`src/rtl/uart_pkg.sv`:
```
// Shared definitions for the UART transmit path.
//   UART_BYTE_W : width of one UART data byte.
//   txf_state_e : launch FSM state encoding used by uart_tx_fifo.
package uart_pkg;

  localparam int unsigned UART_BYTE_W = 8;

  typedef enum logic [1:0] {
    TXF_IDLE      = 2'd0,
    TXF_LAUNCH    = 2'd1,
    TXF_WAIT_BUSY = 2'd2,
    TXF_WAIT_DONE = 2'd3
  } txf_state_e;

endpackage

```
`src/rtl/sync_fifo.sv`:
```
// Circular byte FIFO with occupancy count and sticky overflow flag.
// Ports:
//   clk, rst      : clock, asynchronous active-low reset
//   push, wr_data : write request and byte; ignored (and flagged) when full
//   pop, rd_data  : read request; rd_data always shows the head entry
//   full, empty   : decoded from the registered count
//   count         : occupancy 0..DEPTH
//   overflow      : sticky, set when a push is dropped
//   clr_overflow  : clears overflow; a drop in the same cycle takes priority
module sync_fifo
  import uart_pkg::*;
#(
  parameter int unsigned DEPTH  = 16,
  parameter int unsigned ADDR_W = 4
) (
  input  logic                   clk,
  input  logic                   rst,
  input  logic                   push,
  input  logic [UART_BYTE_W-1:0] wr_data,
  input  logic                   pop,
  output logic [UART_BYTE_W-1:0] rd_data,
  output logic                   full,
  output logic                   empty,
  output logic [ADDR_W:0]        count,
  output logic                   overflow,
  input  logic                   clr_overflow
);

  localparam logic [ADDR_W:0] FullCnt = DEPTH[ADDR_W:0];

  logic [UART_BYTE_W-1:0] mem [DEPTH];
  logic [ADDR_W-1:0]      wr_ptr_q, rd_ptr_q;
  logic [ADDR_W:0]        count_q;
  logic                   overflow_q;
  logic                   do_push, do_pop;

  assign full    = (count_q == FullCnt);
  assign empty   = (count_q == '0);
  assign do_push = push & ~full;
  assign do_pop  = pop & ~empty;

  always_ff @(posedge clk or negedge rst) begin
    if (!rst) begin
      wr_ptr_q   <= '0;
      rd_ptr_q   <= '0;
      count_q    <= '0;
      overflow_q <= 1'b0;
    end else begin
      // Pointers are ADDR_W wide so they wrap DEPTH-1 -> 0 on their own.
      if (do_push) wr_ptr_q <= wr_ptr_q + 1'b1;
      if (do_pop)  rd_ptr_q <= rd_ptr_q + 1'b1;
      if (do_push && !do_pop) begin
        count_q <= count_q + 1'b1;
      end else if (!do_push && do_pop) begin
        count_q <= count_q - 1'b1;
      end
      // full is the pre-edge value, so a same-cycle pop cannot rescue the byte.
      if (push && full) begin
        overflow_q <= 1'b1;
      end else if (clr_overflow) begin
        overflow_q <= 1'b0;
      end
    end
  end

  // Storage is deliberately left unreset.
  always_ff @(posedge clk) begin
    if (do_push) mem[wr_ptr_q] <= wr_data;
  end

  assign rd_data  = mem[rd_ptr_q];
  assign count    = count_q;
  assign overflow = overflow_q;

endmodule

```
`src/rtl/uart_tx_fifo.sv`:
```
// Transmit buffer in front of the UART core. Bytes are pushed at full clock
// rate into a FIFO and launched one at a time into the UART, pacing on
// is_transmitting.
// Ports:
//   clk, rst          : clock shared with the UART, async active-low reset
//   wr_en, wr_data    : push interface
//   full, empty       : FIFO status
//   count             : FIFO occupancy 0..DEPTH
//   overflow          : sticky dropped-push flag, cleared by clr_overflow
//   tx_enable         : when low, no new byte is launched from IDLE
//   tx_timeout        : one-cycle pulse when the UART never went busy
//   transmit, tx_byte : registered launch pulse and byte to the UART
//   is_transmitting   : UART busy flag
module uart_tx_fifo
  import uart_pkg::*;
#(
  parameter int unsigned DEPTH        = 16,
  parameter int unsigned ADDR_W       = 4,
  parameter int unsigned BUSY_TIMEOUT = 7
) (
  input  logic                   clk,
  input  logic                   rst,
  input  logic                   wr_en,
  input  logic [UART_BYTE_W-1:0] wr_data,
  output logic                   full,
  output logic                   empty,
  output logic [ADDR_W:0]        count,
  output logic                   overflow,
  input  logic                   clr_overflow,
  input  logic                   tx_enable,
  output logic                   tx_timeout,
  output logic                   transmit,
  output logic [UART_BYTE_W-1:0] tx_byte,
  input  logic                   is_transmitting
);

  localparam int unsigned     TimerW    = $clog2(BUSY_TIMEOUT + 1);
  // Timeout fires on the edge where the timer would reach BUSY_TIMEOUT.
  localparam logic [TimerW-1:0] TimerLast = TimerW'(BUSY_TIMEOUT - 1);

  txf_state_e             state_q, state_d;
  logic [TimerW-1:0]      timer_q, timer_d;
  logic                   transmit_q, transmit_d;
  logic [UART_BYTE_W-1:0] tx_byte_q, tx_byte_d;
  logic                   tx_timeout_q, tx_timeout_d;
  logic [UART_BYTE_W-1:0] fifo_rd_data;
  logic                   launch;
  logic                   busy_expired;

  sync_fifo #(
    .DEPTH  (DEPTH),
    .ADDR_W (ADDR_W)
  ) u_fifo (
    .clk          (clk),
    .rst          (rst),
    .push         (wr_en),
    .wr_data      (wr_data),
    .pop          (launch),
    .rd_data      (fifo_rd_data),
    .full         (full),
    .empty        (empty),
    .count        (count),
    .overflow     (overflow),
    .clr_overflow (clr_overflow)
  );

  assign launch = (state_q == TXF_IDLE) && !empty && tx_enable && !is_transmitting;
  assign busy_expired = (state_q == TXF_WAIT_BUSY) && !is_transmitting &&
                        (timer_q == TimerLast);

  // State and registered outputs.
  always_ff @(posedge clk or negedge rst) begin
    if (!rst) begin
      state_q      <= TXF_IDLE;
      timer_q      <= '0;
      transmit_q   <= 1'b0;
      tx_byte_q    <= '0;
      tx_timeout_q <= 1'b0;
    end else begin
      state_q      <= state_d;
      timer_q      <= timer_d;
      transmit_q   <= transmit_d;
      tx_byte_q    <= tx_byte_d;
      tx_timeout_q <= tx_timeout_d;
    end
  end

  // Next state.
  always_comb begin
    state_d = state_q;
    case (state_q)
      TXF_IDLE:      if (launch) state_d = TXF_LAUNCH;
      TXF_LAUNCH:    state_d = TXF_WAIT_BUSY;
      TXF_WAIT_BUSY: begin
        if (is_transmitting) begin
          state_d = TXF_WAIT_DONE;
        end else if (busy_expired) begin
          // Byte is abandoned, not re-queued.
          state_d = TXF_IDLE;
        end
      end
      TXF_WAIT_DONE: if (!is_transmitting) state_d = TXF_IDLE;
      default:       state_d = TXF_IDLE;
    endcase
  end

  // Next values of the registered outputs and timer.
  always_comb begin
    transmit_d   = launch;
    tx_byte_d    = launch ? fifo_rd_data : tx_byte_q;
    tx_timeout_d = busy_expired;
    timer_d      = timer_q;
    case (state_q)
      TXF_LAUNCH:    timer_d = '0;
      TXF_WAIT_BUSY: if (!is_transmitting) timer_d = timer_q + 1'b1;
      default:       timer_d = timer_q;
    endcase
  end

  assign transmit   = transmit_q;
  assign tx_byte    = tx_byte_q;
  assign tx_timeout = tx_timeout_q;

endmodule
```
`config.mk`:
```
export PLATFORM = sky130hd
export DESIGN_NAME = uart_tx_fifo
export DESIGN_NICKNAME = d
export VERILOG_FILES = /design/src/rtl/uart_pkg.sv /design/src/rtl/sync_fifo.sv /design/src/rtl/uart_tx_fifo.sv
export SDC_FILE = /design/constraint.sdc
export NUM_CORES = 1
export LEC_CHECK = 0
export CORE_MARGIN = 8
export CORE_UTILIZATION = 35
export DETAILED_ROUTE_END_ITERATION = 8
export GPL_TIMING_DRIVEN = 0
export PLACE_DENSITY = 0.62
export SLEW_MARGIN = 5
export SYNTH_ARGS = -nofsm -noshare
export SYNTH_HDL_FRONTEND = slang
export SYNTH_SLANG_ARGS = --single-unit
```
`constraint.sdc`:
```
create_clock -name clk -period 2.6 [get_ports clk]
set_input_delay 0.52 -clock clk [delete_from_list [all_inputs] [get_ports clk]]
set_output_delay 0.52 -clock clk [all_outputs]
set_load 0.1 [all_outputs]
```
==> results of run 1 <==
-- Yosys cell counts, types with 2 or more instances --
cell type and count:
buf_6 3, nor3_1 5, xnor2_1 8, edfxtp_1 128, a21oi_1 6, nand2_1 20
inv_1 7, xor2_1 2, buf_4 3, nor2b_1 2, clkbuf_1 4, mux2_2 7
mux2i_1 18, dfrtp_1 29, a22o_1 3, o21ai_0 11, nand2b_1 3, a21o_1 2
mux4_2 24, o22ai_1 2, a211o_1 2, buf_2 6, nand3_1 2, mux4_1 8
ha_1 11, nor2_1 21
-- routing by layer --
metal	vias to the layer above	share of wire	global-route usage
met2	52	0.50	0.1880
met4	0	0.016	0.04606
li1	1479	-	-
met3	12	0.044	0.02792
met5	-	0	0
met1	1706	0.44	0.1431
-- registers in the layout (all words and copies together), names as in the netlist --
name             flops
u_fifo.mem         128
tx_byte              8
u_fifo.overflow      1
u_fifo.rd_ptr_q      4
tx_timeout           1
timer_q              3
u_fifo.count         5
transmit             1
state_q              2
u_fifo.wr_ptr_q      4
-- critical path: stages (launching register included) --
cell     delay (ns)
dfrtp_4        0.50
or4_4          0.54
o21ai_4        0.16
buf_6          0.13
ha_4           0.14
inv_4          0.04
fa_2           0.33
a21o_1         0.20
a21oi_2        0.15
mux2i_1        0.23
xnor2_1        0.13
-- stage by stage --
stage	util	power, W	area (sq um)
final	0.4333	0.009321	7784
after floorplan	-	0.005839	6446
after global placement	0.3915	0.006596	7033
after CTS	0.4300	0.009339	7725
after detailed placement	0.3921	0.006680	7043
after global routing	0.4333	0.009730	7784
-- layout make-up --
cell class	instances	area, sq um	area share
Sequential cell	157	4579	0.5883
Multi-Input combinational cell	166	1773	0.2278
Clock buffer	19	432.9	0.05562
Timing Repair Buffer	39	352.8	0.04533
Tap cell	229	286.5	0.03681
Clock inverter	13	187.7	0.02411
Buffer	19	142.6	0.01833
Inverter	7	28.78	0.003697
-- cell families (layout without fill, tap and decap cells) --
logic type,after synthesis,after routing
DFF,157,157
and+or+nand+nor,58,58
muxes,57,57
AOI/OAI and AO/OA,29,29
buffers and inverters,26,97
adders and majority gates,12,12
xor gates and xnor gates,10,10
-- final timing paths --
check	end	slack [ns]	cells after the start
worst max-delay path	u_fifo.count[4]	-0.03	10
worst min-delay path	u_fifo.count[3]	0.14	1
worst max register to register	u_fifo.count[4]	-0.03	10
worst min register to register	tx_byte[1]	0.48	2
max in group asynchronous	u_fifo.count[0]	1.94	1
min in group clk	state_q[0]	0.46	3
-- power breakdown --
group	switching (W)	internal, W	total [W]
registers	0.000193	0.00314	0.00333
logic	0.00208	0.00130	0.00338
clock network	0.000988	0.00161	0.00260
-- timing repair --
item,in CTS,in global routing
buffers inserted,5,4
pin swaps,5,10
hold buffers,0,0
gates resized for setup,21,5
endpoints found under the setup margin,15,2
==> metrics.txt, run 1 <==
outcome=finished, violations left; violated checks=negative setup slack; area share of fa/ha/maj cells after synthesis=0.02453; 1st-pass router iterations=4; Worst setup startpoint=u_fifo.count[1]; Clock transition at path regs=0.06 ns; most frequent cells in the layout=128 x edfxtp_1, 25 x clkdlybuf4s50_1, 25 x dfrtp_1; Total GRT Usage=0.1144; die width=151.5 um; TritonCTS buffer count=17; RSZ-0062 raised after global routing=yes; Seq/Total Area, Yosys=0.7111; worst hold slack=0.1435 ns; remaining antenna violation count=0; # DRC=0; Max-cap violations=0; final WL=12,430 um; minimum clock period=2.629 ns; I/O pin count=32; largest net degree at the start of global routing=30; H-tree depth=4; final setup fails=1; Die Y=151.5 um; Synth top area share=0.5981; Reg-to-Reg Start=u_fifo.count[1]; Final Hold Viols=0; vias in the first global route=3,338; yosys synthesis warning count=0; post-synthesis average cell area=18.41 sq um; Max-slew headroom=0.3460; Synth Area in Simple Gates=0.03972; Worst EP arrival=2.97 ns; vias per cell=5.006; fraction of layout cells with a size suffix above 1=0.2500; largest area contributor in the netlist=edfxtp_1; Final Cycle Share=1.011; Initial Utilization=0.3577; CP Max Fanout=5; top cells by area, synth=edfxtp_1 60%, dfrtp_1 11%, mux4_2 8.4%; Fill cells=1,558; final slew viol count=0; XOR/XNOR share of the synthesized area=0.01363; global placement routability congestion=0.7062; asr flop ratio synth=0.1847; drt wl/cell=19.14 um; CP endpoint kind=flop; EDFF count, synth=128; Peak VDD IR=0.0009863 V; Cells after Synth=349; CTS root buffer=clkbuf_16; Power per Cell Area=1198 mW/mm^2; clk_lat worst skew=0.42 ns; total negative slack=-0.02922 ns; first-pass GRT wire length=19,130 um; FP Rows=49; Synth cell types=38; Vias=3,249; Fin Clk Skew=0.005097 ns; core area=0.01796 sq mm; most common cell after layout, fill and taps aside=edfxtp_1; die area=0.02295 sq mm; Synth-to-Final Area Change=21.13%; syn_nets=375; Synth Area in Compound Gates=0.02862; CTS tree=done; main flop type after synthesis=edfxtp_1; clk sinks=157; Detailed Route Iter0 Violations=200; clk buf depth=2; Final Non-Filler Cells=649; nets=433; Buffers on Ports=30; mux share of post-synthesis cell area=0.1571; Final HPWL DP=8042 um; worst hold path class=primary input to asynchronous set/reset pin; Achievable Freq=380.3 MHz; Antenna Cells=0; final worst setup slack=-0.02922 ns; LEAKAGE=2.724 nW; initial antenna violation count=0; CP Launch Type=flop; worst setup slack after placement=-0.5884 ns; gr ovfl total=0; Synth Cell Area=0.006426 sq mm; Crit Path Class=flop to flop; Worst Path Required=2.94 ns; Worst Tran Pin Value=0.9780 ns; synthesis-stage register bit count=157; placed cell count=608; main combinational cell family by area after synthesis=multiplexers
Note: power is estimated with default switching activity, not from simulation.
==> run 2, diff against run 1 <==
--- a/config.mk
+++ b/config.mk
@@ -5,11 +5,14 @@
 export SDC_FILE = /design/constraint.sdc
 export NUM_CORES = 1
 export LEC_CHECK = 0
+export CELL_PAD_IN_SITES_DETAIL_PLACEMENT = 0
+export CELL_PAD_IN_SITES_GLOBAL_PLACEMENT = 1
 export CORE_MARGIN = 8
-export CORE_UTILIZATION = 35
+export CORE_UTILIZATION = 32
 export DETAILED_ROUTE_END_ITERATION = 8
 export GPL_TIMING_DRIVEN = 0
-export PLACE_DENSITY = 0.62
+export PLACE_DENSITY = 0.64
+export SKIP_CTS_REPAIR_TIMING = 1
 export SLEW_MARGIN = 5
 export SYNTH_ARGS = -nofsm -noshare
 export SYNTH_HDL_FRONTEND = slang
==> metrics.txt, run 2 (synthesis results as in run 1) <==
outcome=finished, violations left; violated checks=negative setup slack; Fin Clk Skew=0.007520 ns (+0.002423 ns); Buffers on Ports=30 (unchanged); switch share=0.3630 (+0.01304); gr ovfl total=0 (unchanged); Antenna Cells=0 (unchanged); core area=0.01997 sq mm (+11%); Vias=3,244 (-0.15%); clk sinks=157 (unchanged); die area=0.02487 sq mm (+8.4%); combinational share of power=0.372 (+0.009); largest net degree at the start of global routing=30 (unchanged); worst hold slack=0.1502 ns (+0.006652 ns); TritonCTS buffer count=17 (unchanged); share of total power in the clock network=0.259 (-0.020); Peak VDD IR=0.0003503 V (-64%); vias per cell=4.708 (-6.0%); Power per Cell Area=1166 mW/mm^2 (-2.6%); remaining antenna violation count=0 (unchanged); Worst Path Required=2.91 ns (-0.03 ns); Clock transition at path regs=0.06 ns (about the same); RSZ-0062 raised after global routing=yes; Achievable Freq=369.1 MHz (-3.0%); die width=157.7 um (+4.1%); H-tree depth=4 (unchanged); Worst EP arrival=3.01 ns (+0.04 ns); initial antenna violation count=0 (unchanged); most flop-heavy register=u_fifo.mem; CTS tree=done; CP endpoint kind=flop; Total GRT Usage=0.1087 (-0.005725); CP Max Fanout=5 (unchanged); Detailed Route Iter0 Violations=219 (+9.5%); final slew viol count=0 (unchanged); Final Cycle Share=1.042 (+0.03080); Cell Int Power=0.005773 W (-4.7%); Worst Tran Pin Value=1.008 ns (+0.02981 ns); nets=432 (-0.23%); total negative slack=-0.1093 ns (-0.08007 ns); fraction of layout cells with a size suffix above 1=0.2482 (-0.001790); final worst setup slack=-0.1093 ns (-0.08007 ns); CTS root buffer=clkbuf_16; minimum clock period=2.709 ns (+0.08007 ns); final WL=12,830 um (+3.2%); clk buf depth=2 (unchanged); worst hold path class=primary input to asynchronous set/reset pin; # DRC=0 (unchanged); final setup fails=1 (unchanged); vias in the first global route=3,224 (-3.4%); most common cell after layout, fill and taps aside=edfxtp_1; clk_lat worst skew=0.42 ns (about the same); first-pass GRT wire length=19,450 um (+1.7%); Final HPWL DP=8288 um (+3.1%); Largest register FFs=128 (unchanged); CP Launch Type=flop; Final Hold Viols=0 (unchanged); I/O pin count=32 (unchanged); Flop pwr share=0.369 (+0.011); Die Y=157.7 um (+4.1%); global placement routability congestion=0.7181 (+1.7%); placed cell count=649 (+6.7%); Final Non-Filler Cells=689 (+6.2%); LEAKAGE=2.704 nW (-0.76%); Crit Path Class=flop to flop; drt wl/cell=18.62 um (-2.8%); Max-cap violations=0 (unchanged); Synth-to-Final Area Change=20.93%; FP Rows=52 (+6.1%); Max-slew headroom=0.3257 (-0.02031); net switching power of the design=0.003289 W (+0.84%); most frequent cells in the layout=128 x edfxtp_1, 25 x clkdlybuf4s50_1, 25 x dfrtp_1; dpl cell area=0.007099 sq mm (+0.80%); 1st-pass router iterations=4 (unchanged); Design Area, Final=0.007771 sq mm (-0.16%); Initial Utilization=0.3217 (-0.03601)
==> run 2: stage by stage <==
stage | setup slack (ns) | utilization | power, W
floorplan | -0.3927 | - | 0.005839
global placement | -0.7036 | 0.3547 | 0.006614
detailed placement | -0.5714 | 0.3554 | 0.006693
CTS | -0.7055 | 0.3836 | 0.009046
global route | -0.2282 | 0.3891 | 0.009469
finish | -0.1093 | 0.3891 | 0.009062
==> run 2: critical path, cell delays in order, from the launching register on <==
cell	delay [ns]
dfrtp_4	0.48
or4_4	0.55
o21ai_4	0.20
buf_8	0.13
ha_4	0.14
inv_4	0.05
fa_2	0.38
a21o_1	0.17
a21oi_2	0.16
mux2i_1	0.24
xnor2_1	0.09
==> run 2: power by group through the flow <==
stage / clock [W] / sequential (W) / combinational (W)
finish: 0.00235 / 0.00334 / 0.00337
global route: 0.00247 / 0.00338 / 0.00362
CTS: 0.00239 / 0.00335 / 0.00330
detailed placement: 0 / 0.00340 / 0.00329
global placement: 0 / 0.00337 / 0.00324
floorplan: 0 / 0.00409 / 0.00175
==> run 2: path summary, 6_finish.rpt <==
| check | start | endpoint | slack [ns] | cells past startpoint |
|---|---|---|---|---|
| worst max register to register | u_fifo.count[0] | u_fifo.count[4] | -0.11 | 10 |
| worst max-delay path | u_fifo.count[0] | u_fifo.count[4] | -0.11 | 10 |
| worst min-delay path | rst | u_fifo.count[3] | 0.15 | 1 |
| max in group asynchronous | rst | u_fifo.count[1] | 1.91 | 1 |
| worst min register to register | tx_byte[1] | tx_byte[1] | 0.48 | 2 |
| min in group clk | is_transmitting | state_q[0] | 0.48 | 3 |
==> run 2: per-layer routing <==
metal / up-vias / global-route usage / part of all wire
li1: 1470 / - / -
met1: 1696 / 0.1361 / 0.44
met2: 63 / 0.1748 / 0.50
met3: 15 / 0.02785 / 0.040
met4: 0 / 0.04805 / 0.016
met5: - / 0 / 0
==> run 2: final cells by class <==
type                            count  area (sq um)
Fill cell                        1832         12200
Sequential cell                   157          4579
Multi-Input combinational cell    166          1763
Clock buffer                       17         425.4
Timing Repair Buffer               38         352.8
Tap cell                          270         337.8
Buffer                             19         146.4
Clock inverter                     15         137.6
Inverter                            7         28.78
